--- src/rtl/riscv_lsu.sv ---
// riscv_lsu: RISC-V load/store unit driving a word-addressed, byte-lane memory with an ack handshake
//   request side : clk, reset (sync, active low), req_valid/req_ready, req_we, req_funct3, req_addr, req_wdata
//   response side: resp_valid, resp_err, resp_rdata (sign/zero-extended load result, 0 for stores/errors)
//   memory side  : mem_re, mem_we, mem_addr, mem_be, mem_wdata, mem_rdata, mem_ack
//   trace        : wr, rd, addr, wr_data, rd_data (valid only in the response cycle of a good access)
//   optional     : `define LSU_TIMEOUT_EN to abort an access after TIMEOUT cycles without mem_ack
module riscv_lsu #(
  parameter int DATA_W  = 32,
  parameter int ADDR_W  = 9,
  parameter int TIMEOUT = 15
) (
  input  logic                clk,
  input  logic                reset,
  input  logic                req_valid,
  output logic                req_ready,
  input  logic                req_we,
  input  logic [2:0]          req_funct3,
  input  logic [31:0]         req_addr,
  input  logic [DATA_W-1:0]   req_wdata,
  output logic                resp_valid,
  output logic                resp_err,
  output logic [DATA_W-1:0]   resp_rdata,
  output logic                mem_re,
  output logic                mem_we,
  output logic [ADDR_W-1:0]   mem_addr,
  output logic [DATA_W/8-1:0] mem_be,
  output logic [DATA_W-1:0]   mem_wdata,
  input  logic [DATA_W-1:0]   mem_rdata,
  input  logic                mem_ack,
  output logic                wr,
  output logic                rd,
  output logic [ADDR_W-1:0]   addr,
  output logic [DATA_W-1:0]   wr_data,
  output logic [DATA_W-1:0]   rd_data
);
  localparam int NB = DATA_W / 8;
  localparam int L = $clog2(NB);
  localparam bit WIDE = DATA_W == 64;
  typedef enum logic [1:0] {IDLE, ACCESS, RESP, ERR} state_t;
  state_t state;
  logic [2:0] f3;
  logic we;
  logic [L-1:0] off;
  logic [1:0] sz;
  logic legal, aligned;
  logic [15:0] be_full;
  logic [NB-1:0] be_req;
  logic [DATA_W-1:0] bmask, wsh, rsh;
  logic [63:0] rsh64, ext64;
  logic [DATA_W-1:0] ext;
  logic unused;
  assign sz = req_funct3[1:0];
  // stores: funct3[2] must be 0, SD only on 64-bit; loads: 011/110 only on 64-bit, 111 never
  assign legal = req_we ? (!req_funct3[2] && (sz != 2'd3 || WIDE))
               : (req_funct3 == 3'b011 || req_funct3 == 3'b110) ? WIDE : req_funct3 != 3'b111;
  assign aligned = (req_addr[2:0] & 3'((4'd1 << sz) - 4'd1)) == 3'd0;
  assign be_full = (16'd1 << (16'd1 << sz)) - 16'd1;
  assign be_req = NB'(be_full) << req_addr[L-1:0];
  always_comb begin
    bmask = '0;
    for (int i = 0; i < NB; i++) bmask[i*8 +: 8] = {8{be_req[i]}};
  end
  assign wsh = (req_wdata << {req_addr[L-1:0], 3'b000}) & bmask;
  assign rsh = mem_rdata >> {off, 3'b000};
  assign rsh64 = 64'(rsh);
  // extension is done at 64 bits so the same expressions serve both data widths
  always_comb begin
    ext64 = f3 == 3'b000 ? {{56{rsh64[7]}}, rsh64[7:0]}
          : f3 == 3'b100 ? {56'd0, rsh64[7:0]}
          : f3 == 3'b001 ? {{48{rsh64[15]}}, rsh64[15:0]}
          : f3 == 3'b101 ? {48'd0, rsh64[15:0]}
          : f3 == 3'b010 ? {{32{rsh64[31]}}, rsh64[31:0]}
          : f3 == 3'b110 ? {32'd0, rsh64[31:0]}
          : rsh64;
  end
  assign ext = DATA_W'(ext64);
  assign unused = ^{req_addr, be_full, ext64};
`ifdef LSU_TIMEOUT_EN
  localparam int CW = $clog2(TIMEOUT + 1);
  logic [CW-1:0] cnt;
`endif
  always_ff @(posedge clk) begin
    if (!reset) begin
      state      <= IDLE;
      req_ready  <= 1'b1;
      resp_valid <= 1'b0;
      resp_err   <= 1'b0;
      resp_rdata <= '0;
      mem_re     <= 1'b0;
      mem_we     <= 1'b0;
      mem_addr   <= '0;
      mem_be     <= '0;
      mem_wdata  <= '0;
      wr         <= 1'b0;
      rd         <= 1'b0;
      addr       <= '0;
      wr_data    <= '0;
      rd_data    <= '0;
      f3         <= '0;
      we         <= 1'b0;
      off        <= '0;
`ifdef LSU_TIMEOUT_EN
      cnt        <= '0;
`endif
    end else begin
      case (state)
        IDLE: if (req_valid) begin
          req_ready <= 1'b0;
          if (legal && aligned) begin
            state     <= ACCESS;
            f3        <= req_funct3;
            we        <= req_we;
            off       <= req_addr[L-1:0];
            mem_re    <= !req_we;
            mem_we    <= req_we;
            mem_addr  <= req_addr[ADDR_W+L-1:L];
            mem_be    <= be_req;
            mem_wdata <= req_we ? wsh : '0;
`ifdef LSU_TIMEOUT_EN
            cnt       <= '0;
`endif
          end else begin
            state      <= ERR;
            resp_valid <= 1'b1;
            resp_err   <= 1'b1;
          end
        end
        ACCESS: if (mem_ack) begin
          state      <= RESP;
          resp_valid <= 1'b1;
          resp_rdata <= we ? '0 : ext;
          mem_re     <= 1'b0;
          mem_we     <= 1'b0;
          mem_addr   <= '0;
          mem_be     <= '0;
          mem_wdata  <= '0;
          wr         <= we;
          rd         <= !we;
          addr       <= mem_addr;
          wr_data    <= mem_wdata;
          rd_data    <= we ? '0 : ext;
        end
`ifdef LSU_TIMEOUT_EN
        else if (cnt == CW'(TIMEOUT - 1)) begin
          state      <= ERR;
          resp_valid <= 1'b1;
          resp_err   <= 1'b1;
          mem_re     <= 1'b0;
          mem_we     <= 1'b0;
          mem_addr   <= '0;
          mem_be     <= '0;
          mem_wdata  <= '0;
          cnt        <= cnt + 1'b1;
        end else cnt <= cnt + 1'b1;
`endif
        RESP: begin
          state      <= IDLE;
          req_ready  <= 1'b1;
          resp_valid <= 1'b0;
          resp_rdata <= '0;
          wr         <= 1'b0;
          rd         <= 1'b0;
          addr       <= '0;
          wr_data    <= '0;
          rd_data    <= '0;
        end
        ERR: begin
          state      <= IDLE;
          req_ready  <= 1'b1;
          resp_valid <= 1'b0;
          resp_err   <= 1'b0;
        end
      endcase
    end
  end
endmodule

--- config.mk ---
export PLATFORM = sky130hd
export DESIGN_NAME = riscv_lsu
export DESIGN_NICKNAME = d
export VERILOG_FILES = /design/src/rtl/riscv_lsu.sv
export SDC_FILE = /design/constraint.sdc
export NUM_CORES = 1
export LEC_CHECK = 0
export BUFFER_PORTS_ARGS = -buffer_cell sky130_fd_sc_hd__buf_4
export CAP_MARGIN = 40
export CORE_MARGIN = 3
export CORE_UTILIZATION = 52
export CTS_CLUSTER_SIZE = 28
export DETAILED_ROUTE_END_ITERATION = 8
export GPL_ROUTABILITY_DRIVEN = 0
export PLACE_DENSITY = 0.86
export SYNTH_ARGS = -nofsm -noshare
export SYNTH_HDL_FRONTEND = slang
export SYNTH_SLANG_ARGS = --single-unit
--- constraint.sdc ---
create_clock -name clk -period 3.46 [get_ports clk]
set_clock_uncertainty 0.1 [all_clocks]
set_input_delay 0.519 -clock clk [delete_from_list [all_inputs] [get_ports clk]]
set_output_delay 0.519 -clock clk [all_outputs]
set_load 0.005 [all_outputs]
Yosys cells after proc, flatten, opt, wreduce, memory -nomap -nowiden
Index checks and enable logic that the tools add are counted.
{"block": "classes", "n_addsub": 2, "eq_ne": 14, "shift": 6, "n_mux": 48, "bitwise_logic": 2, "reduce_logical": 21}
{"op": "$mux 32", "n": 11}
{"op": "$pmux 32 s2", "n": 3}
{"op": "$mux 9", "n": 4}
{"op": "$pmux 9 s2", "n": 2}
{"op": "$and 32x32->32", "n": 1}
{"op": "$shl 32x5->32", "n": 1}
{"op": "$shr 32x5->32", "n": 1}
{"op": "$shl 1x16->4 const A", "n": 1}
{"op": "$shl 1x2->16 const A", "n": 1}
{"op": "$mux 1", "n": 13}
{"op": "$mux 4", "n": 3}
{"op": "$pmux 1 s2", "n": 6}
{"op": "$ne 2x2->1 const B", "n": 5}
{"op": "$eq 3x3->1 const B", "n": 3}
{"op": "$reduce_and 3->1", "n": 3}
{"op": "$pmux 4 s2", "n": 1}
{"op": "$reduce_bool 2->1", "n": 4}
{"op": "$logic_not 3->1", "n": 2}
{"op": "$mux 2", "n": 3}
{"op": "$pmux 2 s3", "n": 1}
{"op": "$reduce_and 2->1", "n": 3}
{"op": "$eq 2x2->1 const B", "n": 2}
{"op": "$reduce_and 4->1", "n": 1}
{"op": "$shl 4x2->4", "n": 1}
{"op": "other kinds (14)", "n": 17}
{"block": "word_totals", "register_bits": 133, "input_bits": 104, "word_cells": 110}

Depth between registers and ports, before layout
{"block": "depth", "ltp_word": 9, "depth_mapped": 7, "mapped_depth_nobuf": 4}

Least setup slack after synthesis
OpenSTA, ideal clock, no wires.
{"block": "synth_path", "path_kind": "input-to-reg", "startpoint": "in req_addr[0]", "endpoint": "reg mem_wdata[0]", "setup_ns": 0.066, "arrival_time_ns": 1.861, "required_time_ns": 3.294, "slack_ns": 1.433, "path_stages": 5, "cell_sequence": "buf_2 > or4_4 > a2111oi_4 > a22oi_1 > nor2_1"}
{"block": "synth_via", "elab_chain_cells": 6}
{"element": "start, declared", "line_no": "18", "source": "input logic [31:0] req_addr,"}
{"element": "$shl 32x5->32 / $shl 4x2->4 (equally long branches)", "line_no": "63, 58"}
{"element": "$and 32x32->32", "line_no": "63", "source": "assign wsh = (req_wdata << {req_addr[L-1:0], 3'b000}) & bmask;"}
{"element": "$mux 32", "line_no": "118", "source": "mem_wdata <= req_we ? wsh : '0;"}
{"element": "$mux 32", "line_no": "109", "source": "if (legal && aligned) begin"}
{"element": "$mux 32", "line_no": "107", "source": "IDLE: if (req_valid) begin"}
{"element": "$pmux 32 s2", "line_no": "106", "source": "case (state)"}
{"element": "end signal, assigned", "line_no": "118"}
{"element": "end, declared", "line_no": "27", "source": "output logic [DATA_W-1:0] mem_wdata,"}
Parallel ways exist; a longest one is shown, timed or not. The select of a mux whose other input is x is not followed.
A chain may end at the register's enable or synchronous reset.

Worst setup path in the final report
{"block": "layout_path", "startpoint": "reg off[1]", "endpoint": "reg rd_data[31]"}
{"block": "layout_via", "elab_chain_cells": 8}
{"element": "start, declared", "line_no": "43", "source": "logic [L-1:0] off;"}
{"element": "start signal, assigned", "line_no": "113", "source": "off <= req_addr[L-1:0];"}
{"element": "$shr 32x5->32 *", "line_no": "64", "source": "assign rsh = mem_rdata >> {off, 3'b000};"}
{"element": "$mux 32", "line_no": "71", "source": ": f3 == 3'b101 ? {48'd0, rsh64[15:0]}"}
{"element": "$mux 32", "line_no": "70", "source": ": f3 == 3'b001 ? {{48{rsh64[15]}}, rsh64[15:0]}"}
{"element": "$mux 32", "line_no": "69", "source": ": f3 == 3'b100 ? {56'd0, rsh64[7:0]}"}
{"element": "$mux 32 *", "line_no": "68", "source": "ext64 = f3 == 3'b000 ? {{56{rsh64[7]}}, rsh64[7:0]}"}
{"element": "$mux 32 *", "line_no": "141", "source": "rd_data <= we ? '0 : ext;"}
{"element": "$mux 32 *", "line_no": "128", "source": "ACCESS: if (mem_ack) begin"}
{"element": "$pmux 32 s2 *", "line_no": "106"}
{"element": "end signal, assigned", "line_no": "141"}
{"element": "end, declared", "line_no": "34", "source": "output logic [DATA_W-1:0] rd_data"}
Every way passes the cells marked *; elsewhere a longest branch is shown, timed or not. The select of a mux whose other input is x is not followed.

==> metrics.txt <==
CP arrival 2.69 ns; Clk Latency, worst-skew pair 0.41 ns; ys async rst share 0%; Fmax 405 MHz; post-place setup slack 0.753 ns; vias in the first global route 5,888; FF+latch area 0.00266 mm2; number of port buffers 239; CTS Sinks 133; # diodes 0; RSZ-0062 raised after global routing no; CTS resizes 0; final slew viol count 0; critical path, cell by cell mux4_2, nand2_1, or4_1, a31oi_1; share of the synthesized area in the top cell type 44.0%; P_leak 3.45 nW; GR Util met1 34.8%; Post-synth EDFFs 0; most frequent cells in the layout buf_4 (249), dfxtp_1 (132), nor2_1 (108), a22oi_1 (71); # rows 38; Slew @ Worst Pin 0.765 ns; worst hold path depth 3; first-pass GRT wire length 30.6 mm; Critical R2R Launch off[1]; ANT nets after route 0; GR met2 Demand/Resource 49.5%; Final period util 71.4%; TritonCTS Buffers 17; syn nets 760; Final setup viols 0; initial antenna violation count 0; worst hold endpoint mem_addr[8]; Unique masters post-synth 48; Power Density 486 mW/mm2; relative slew slack 48.9%; fill count 784; CP max FO 24; drt total wl 19.5 mm; GRT overflow 0; Min Clock Period, post-route 2.47 ns; MaxCap Viol Count 0; Post-CTS Setup Repair Bufs 0; Worst EP required 3.68 ns; status finished, final reports clean; FF-to-FF path depth 4; Post-DP HPWL 13.8 mm; post-synthesis register bit count 133; DR pass1 iterations 7; Final WS setup 0.989 ns; setup slack, reg-to-reg 0.99 ns; HP Class in -> reg; Mean Syn Cell Area 9.22 um2; biggest area consumer among synthesized cells dfxtp_1; clk slew on worst S/H paths 0.06 ns; largest cells by area after synthesis dfxtp_1 (44%), a22oi_1 (8.8%), nor2_1 (6.7%), mux2i_1 (5.0%), buf_4 (4.2%); Nets 936; H-tree depth 4; worst ir drop on vdd 0.335 mV; Yosys warning count 0; FF-to-FF End rd_data[31]; area grow syn2layout 36.5%; GR peak layer met2; initial drt markers 613; GR Layer Usage met3 10.2%; CTS tree built; worst-case clock buffer depth 2; Final Hold Viols 0; Vias/cell 6.15; CP max stage cell dfxtp_1; CP endpoint kind register; slowest cell delay on critical path 0.81 ns; CORE AREA 0.0111 mm2; post-synthesis sequential area ratio 44.0%; setup TNS 0 ns; largest net degree at the start of global routing 80; Die Ht 114 um; DRC Markers 0; placed cell count 953; Syn Inst Count 656; Total GRT Usage 29.5%; Non-Filler Instances 985; average wire per standard cell 19.8 um; most common cell after layout, fill and taps aside buf_4; Hold Buf Count CTS 0; vias 6,061; clock root buffer clkbuf_16; Ports 261; share of layout cells above drive strength 1 37.2%; die width 114 um; Starting Density 54.6%; HP Start req_addr[10]; predominant post-synthesis flop cell dfxtp_1; Die ar. 0.0130 mm2; footprint of the multi-input gates 0.00287 mm2; crit path kind reg -> reg; Mapped Area 0.00605 mm2; startpoint types register
[how the worst max path moves through the flow]
stage,start,endpoint,slack [ns],depth (start not counted)
6_report,off[1],rd_data[31],0.99,4
5_1_grt,off[1],rd_data[31],0.90,4
2_1_floorplan,req_addr[0],mem_wdata[0],1.43,5
3_5_place_dp,req_addr[0],mem_wdata[17],0.75,5
3_3_place_gp,req_addr[0],mem_wdata[21],0.84,5
4_1_cts,off[1],rd_data[31],1.04,4
[critical path, delay by kind of cell (launching register included)]
family	cells	cell delay (ns)
flops	1	0.81
simple gates	2	0.78
mux	1	0.37
compound gates	1	0.31
[cell usage after synthesis, types with 5 or more instances]
cell type,instances
a211o_1,7
a21oi_1,23
a22oi_1,71
a31oi_1,16
a32o_1,8
a32oi_1,15
buf_1,5
buf_2,17
buf_4,34
clkbuf_1,34
dfxtp_1,133
inv_1,6
mux2_2,9
mux2i_1,30
mux4_2,9
nand2_1,30
nand3_1,8
nor2_1,108
nor2b_1,12
nor3_1,11
nor4b_1,8
o211ai_1,17
o21ai_0,17
[power breakdown]
part           switching (W)  internal, W
Clock               0.000686      0.00121
Sequential         0.0000382      0.00157
Combinational       0.000276     0.000229
Total                0.00100      0.00301
[through the flow]
| stage | hold slack (ns) | cell area (um2) | total power [W] | utilization, % |
|---|---|---|---|---|
| after floorplan | 0.342 | 6050 | 0.00192 | - |
| after global placement | 0.342 | 7610 | 0.00211 | 68.7 |
| after detailed placement | 0.339 | 7620 | 0.00213 | 68.8 |
| after CTS | 0.254 | 8260 | 0.00401 | 74.5 |
| after global routing | 0.267 | 8260 | 0.00414 | 74.5 |
| final | 0.258 | 8260 | 0.00401 | 74.5 |
[cells by family (layout without fill, tap and decap cells)]
kind of cell           count (synthesis)  in the layout  synth area share (%)
flip-flops                           133            133                  44.0
buffers and inverters                 99            288                  8.77
AO/OA/AOI/OAI                        185            185                  22.8
AND/OR/NAND/NOR                      191            191                  14.4
multiplexers                          48             48                  10.0
[state kept, by name, summed over array words and instances, names as in the netlist, 2 cells and up]
name and count:
addr 9, f3 3, state 2, rd_data 32, mem_wdata 32, off 2, wr_data 32, mem_be 4
mem_addr 9
[layer usage]
layer | up-vias | routed length, um
met3 | 49 | 2180
met5 | - | 0
met1 | 2888 | 7260
met4 | 0 | 539
met2 | 394 | 9530
li1 | 2730 | -
[area by class of cell]
cell class	count	share of cell area, %
Clock buffer	17	5.15
Clock inverter	15	2.49
Inverter	6	0.288
Multi-Input combinational cell	424	34.8
Sequential cell	133	32.3
Tap cell	140	2.12
Timing Repair Buffer	250	22.9
Note: power is estimated with default switching activity, not from simulation.
